===== src/rtl/fe_de_queue.sv =====
// fe_de_queue: receiving end of the fetch-to-decode interface.
// Captures {pc, isn} pairs from fetch into a small in-order queue and presents
// the oldest entry to decode through a valid/ready handshake.
// Ports:
//   clk        pipeline clock, rising edge
//   rst        asynchronous reset, active-low; queue cleared while low
//   fe_valid   fetch presents {fe_pc, fe_isn} this cycle
//   fe_pc      pc of presented instruction
//   fe_isn     presented instruction word
//   stall      to fetch; 1 = queue full, nothing accepted
//   flush      discard all queued entries (branch redirect / exception)
//   de_valid   head entry valid for decode
//   de_pc      pc of head entry (0 when empty)
//   de_isn     instruction word of head entry (0 when empty)
//   de_ready   decode consumes the head entry this cycle
//   occupancy  number of valid entries
module fe_de_queue #(
   parameter int unsigned DEPTH = 4,
   parameter int unsigned AW    = 32
) (
   input  logic                         clk,
   input  logic                         rst,
   input  logic                         fe_valid,
   input  logic [AW-1:0]                fe_pc,
   input  logic [AW-1:0]                fe_isn,
   output logic                         stall,
   input  logic                         flush,
   output logic                         de_valid,
   output logic [AW-1:0]                de_pc,
   output logic [AW-1:0]                de_isn,
   input  logic                         de_ready,
   output logic [$clog2(DEPTH+1)-1:0]   occupancy
);

   localparam int unsigned PW = $clog2(DEPTH);
   localparam int unsigned CW = $clog2(DEPTH+1);

   typedef struct packed {
      logic [AW-1:0] pc;
      logic [AW-1:0] isn;
   } entry_t;

   entry_t        mem_q [DEPTH];
   logic [PW-1:0] rd_ptr_q, rd_ptr_d;
   logic [PW-1:0] wr_ptr_q, wr_ptr_d;
   logic [CW-1:0] count_q, count_d;
   entry_t        head_q, head_d;
   logic          stall_q, stall_d;
   logic          valid_q, valid_d;
   logic          enq, deq;

   // Next-state: pointers, count, and the registered view of the next head.
   always_comb begin
      enq      = fe_valid & ~stall_q & ~flush;
      deq      = valid_q & de_ready & ~flush;
      rd_ptr_d = rd_ptr_q;
      wr_ptr_d = wr_ptr_q;
      count_d  = count_q;
      head_d   = '0;

      if (flush) begin
         rd_ptr_d = '0;
         wr_ptr_d = '0;
         count_d  = '0;
      end else begin
         if (enq) wr_ptr_d = wr_ptr_q + PW'(1);
         if (deq) rd_ptr_d = rd_ptr_q + PW'(1);
         case ({enq, deq})
            2'b10:   count_d = count_q + CW'(1);
            2'b01:   count_d = count_q - CW'(1);
            default: count_d = count_q;
         endcase
      end

      // The new head is the word being written when it lands in the slot
      // rd_ptr will point at (empty queue, or single entry being replaced).
      if (count_d != '0) begin
         if (enq && (rd_ptr_d == wr_ptr_q)) head_d = {fe_pc, fe_isn};
         else                               head_d = mem_q[rd_ptr_d];
      end

      stall_d = (count_d == CW'(DEPTH));
      valid_d = (count_d != '0);
   end

   // State and registered outputs.
   always_ff @(posedge clk or negedge rst) begin
      if (!rst) begin
         rd_ptr_q <= '0;
         wr_ptr_q <= '0;
         count_q  <= '0;
         head_q   <= '0;
         stall_q  <= 1'b0;
         valid_q  <= 1'b0;
         for (int i = 0; i < int'(DEPTH); i++) mem_q[i] <= '0;
      end else begin
         rd_ptr_q <= rd_ptr_d;
         wr_ptr_q <= wr_ptr_d;
         count_q  <= count_d;
         head_q   <= head_d;
         stall_q  <= stall_d;
         valid_q  <= valid_d;
         if (enq) mem_q[wr_ptr_q] <= {fe_pc, fe_isn};
      end
   end

   assign stall     = stall_q;
   assign de_valid  = valid_q;
   assign de_pc     = head_q.pc;
   assign de_isn    = head_q.isn;
   assign occupancy = count_q;

   // Occupancy bounds: never above DEPTH, never consume from empty.
   always_ff @(posedge clk) begin
      if (rst) begin
         assert (count_q <= CW'(DEPTH));
         assert (!(deq && (count_q == '0)));
      end
   end

endmodule


===== config.mk =====
export PLATFORM = sky130hd
export DESIGN_NAME = fe_de_queue
export DESIGN_NICKNAME = d
export VERILOG_FILES = /design/src/rtl/fe_de_queue.sv
export SDC_FILE = /design/constraint.sdc
export NUM_CORES = 1
export LEC_CHECK = 0
export CORE_MARGIN = 8
export CORE_UTILIZATION = 49
export CTS_CLUSTER_DIAMETER = 40
export CTS_CLUSTER_SIZE = 14
export DETAILED_ROUTE_END_ITERATION = 7
export DONT_BUFFER_PORTS = 1
export PLACE_DENSITY = 0.66
export SLEW_MARGIN = 20
export SYNTH_ARGS = -nofsm -noshare
export SYNTH_HDL_FRONTEND = slang
export SYNTH_SLANG_ARGS = --single-unit

===== constraint.sdc =====
create_clock -name clk -period 2.59 [get_ports clk]
set_input_delay 0.6475 -clock clk [delete_from_list [all_inputs] [get_ports clk]]
set_output_delay 0.6475 -clock clk [all_outputs]
set_load 0.005 [all_outputs]

==> results.md <==
* First-pass GRT wire length at 53.2 mm
* Tmin final at 2.42 ns
* Worst Skew at 0.00984 ns
* Chip height at 188 um
* Hold Violations, Final at 329
* Most common cell after layout, fill and taps aside: dfrtp_1
* Drt pass-1 iters at 4
* Compound-Gate Fraction of Synth Area at 0.0490
* Ports at 138
* Mux cell area share after synthesis at 0.302
* Max Cap Viol at 0
* Crit Path Max Fanout at 37
* Hold Crit Class: input pin to asynchronous set/reset pin
* Startpoint Class: register
* Vias per cell at 5.86
* Post-Synth Simple-Gate Area at 0.0334
* Synthesized area per cell at 14.9 um2
* R2R depth at 11
* P_leak at 7.21 nW
* I/O Buffers at 0
* Worst hold slack at -0.172 ns
* DRT Wirelength at 32.6 mm
* Total clock sinks at 329
* Num CTS Buffers at 44
* Post-synthesis adder-cell area fraction at 0.00572
* Clk pin slew, worst setup/hold paths at 0.06 ns
* Commonest cells after routing, fill and taps aside: 329 x dfrtp_1, 172 x mux2_2, 84 x mux2_1
* # setup viols final at 0
* Synthesized area at 14400 um2
* Setup TNS at 0 ns
* FILL cells at 2367
* CP Data Arrival Time at 2.86 ns
* Routed Antenna Nets at 0
* Max-slew violation count at 0
* Area of the multi-input gates at 5770 um2
* Post-synth EDFFs at 0
* Actual slew at the worst max-slew pin at 0.489 ns
* Slowest cell delay on critical path at 0.40 ns
* Fin cells at 1402
* Drt drc at 0
* Area Growth Syn to Fin at 14.5%
* Register area at 8230 um2
* Vias in the first global route at 9043
* Max Freq at 0.412 GHz
* Syn_nets at 1044
* Largest family of logic cells by synthesized area: multiplexers
* CP max-delay cell: dfrtp_1
* CTS tree: yes
* Clk_lat worst skew at 0.53 ns
* XOR/XNOR Fraction of Synth Area at 0.00408
* Failing checks: hold timing
* Core area at 29300 um2
* Rows at 63
* Ys async rst share at 1.00
* Nets at 1051
* Setup WS post-layout at 0.165 ns
* Die X at 188 um
* Unique masters post-synth at 37
* YS warnings at 0
* Clk root buf: clkbuf_16
* Mapped Cells at 969
* DP Cell Count at 1320
* Instance count on the critical path at 11
* DP Wirelength at 19.2 mm
* Worst slew margin at 0.674
* WP data required at 3.03 ns
* Pre-CTS setup slack at -0.104 ns
* Setup bufs post-CTS at 0
* Htree depth at 2
* Post-cts resize count at 0
* Fin crit share at 0.936
* Buf/Inv on CP at 2
* Initial antenna violation count at 1
* Nature of the critical path endpoint: register
* Overall power at 16.0 mW
* Routed WL per cell at 23.3 um
* RSZ-0062 raised after global routing: false
* Status: finished, violations left
* Flops & latches, synth at 329
* CP Cell Sequence: nor2b_4, and2b_2, inv_2, ha_4, fa_2, xnor2_1, or3_1, a21oi_2, nor2_4, buf_12, a21oi_1
* Layout cell share with drive strength beyond 1 at 0.373
* Crit-path leading delay family: simple AND/OR/NAND/NOR gates
* Initial Util at 0.492
* DIE AREA at 35200 um2
* Total grt overflow at 0
* Via count at 8222
* Setup Crit Path Kind: register to register
* Core Util, Final at 0.564
* Largest net degree at the start of global routing at 330
* Peak supply drop at 0.940 mV
* CTS Buffer Depth at 3
* Power density over the cells at 966 nW/um2
* RD Place Congestion at 0.709
* Global Route Usage Sum at 0.189
* Initial DRC count at 475
* Ys flop type: dfrtp_1
* Register area share after synthesis at 0.571
## cell type report
type,count,area share
Antenna cell,1,0.000151
Clock buffer,52,0.0728
Tap cell,390,0.0295
Clock inverter,29,0.0194
Inverter,6,0.00136
Sequential cell,329,0.498
Multi-Input combinational cell,559,0.349
Timing Repair Buffer,36,0.0292
## where the power goes
group / internal, mW / leakage [nW] / total, mW / switching (mW)
clock: 3.85 / 0.737 / 6.12 / 2.27
combinational: 1.67 / 2.29 / 2.63 / 0.965
sequential: 6.53 / 4.18 / 7.21 / 0.681
## worst register-to-register path, cell delays in order, from the launching register on
cell and delay, ns:
dfrtp_1 0.40, nor2b_4 0.12, and2b_2 0.16, inv_2 0.04, ha_4 0.15, fa_2 0.33
xnor2_1 0.14, or3_1 0.33, a21oi_2 0.22, nor2_4 0.08, buf_12 0.18, a21oi_1 0.19
## layer usage
metal / vias up / GRT usage / routed length [um]
li1: 3605 / - / -
met1: 4375 / 0.238 / 13600
met3: 49 / 0.0592 / 2420
met5: - / 0 / 0
met2: 193 / 0.312 / 15900
met4: 0 / 0.0548 / 672
## path summary, 6_finish.rpt
kind,from,end,slack (ns)
max in group asynchronous,rst,mem_q[40],2.37
min in group clk,flush,wr_ptr_q[1],0.19
hold / removal,rst,de_isn[1],-0.17
hold reg to reg,mem_q[188],mem_q[188],0.48
setup reg to reg,stall,de_isn[6],0.17
setup / recovery,stall,de_isn[6],0.17
## cells in the mapped netlist, types with 2 or more instances
library cell  instances  share of area
nor2b_1               3         0.0013
xnor2_2               2         0.0023
buf_6                 7         0.0055
a21oi_1              66          0.023
nand3_1              64          0.022
nand3_2               2         0.0014
o21ai_1              65          0.023
buf_2                41          0.014
inv_1                 6         0.0016
mux4_2               64           0.10
xnor2_1               2         0.0012
mux2_2              172           0.13
dfrtp_1             329           0.57
and2_1                4         0.0017
ha_1                  5         0.0043
clkbuf_1             19         0.0049
buf_12                6         0.0083
a211o_1               2         0.0012
nor2_1                9         0.0023
mux2_1               84          0.066
## kinds of logic (layout without fill, tap and decap cells)
family | count (synthesis) | in the layout
AOI/OAI and AO/OA | 136 | 136
xor gates and xnor gates | 5 | 5
adders and majority gates | 6 | 6
buffers and inverters | 81 | 123
DFF | 329 | 329
muxes | 322 | 322
other | 0 | 1
and+or+nand+nor | 90 | 90
## flip-flops by register name, indices dropped and copies added (netlist names)
name       flops
de_isn        32
de_pc         32
de_valid       1
mem_q        256
occupancy      3
rd_ptr_q       2
stall          1
wr_ptr_q       2
## per-stage QoR
| step | hold WS (ns) | area, um2 |
|---|---|---|
| floorplan | 0.352 | 14500 |
| global placement | 0.377 | 15000 |
| detailed placement | 0.376 | 15000 |
| CTS | -0.177 | 16500 |
| global route | -0.204 | 16500 |
| finish | -0.172 | 16500 |
Note: power is estimated with default switching activity, not from simulation.
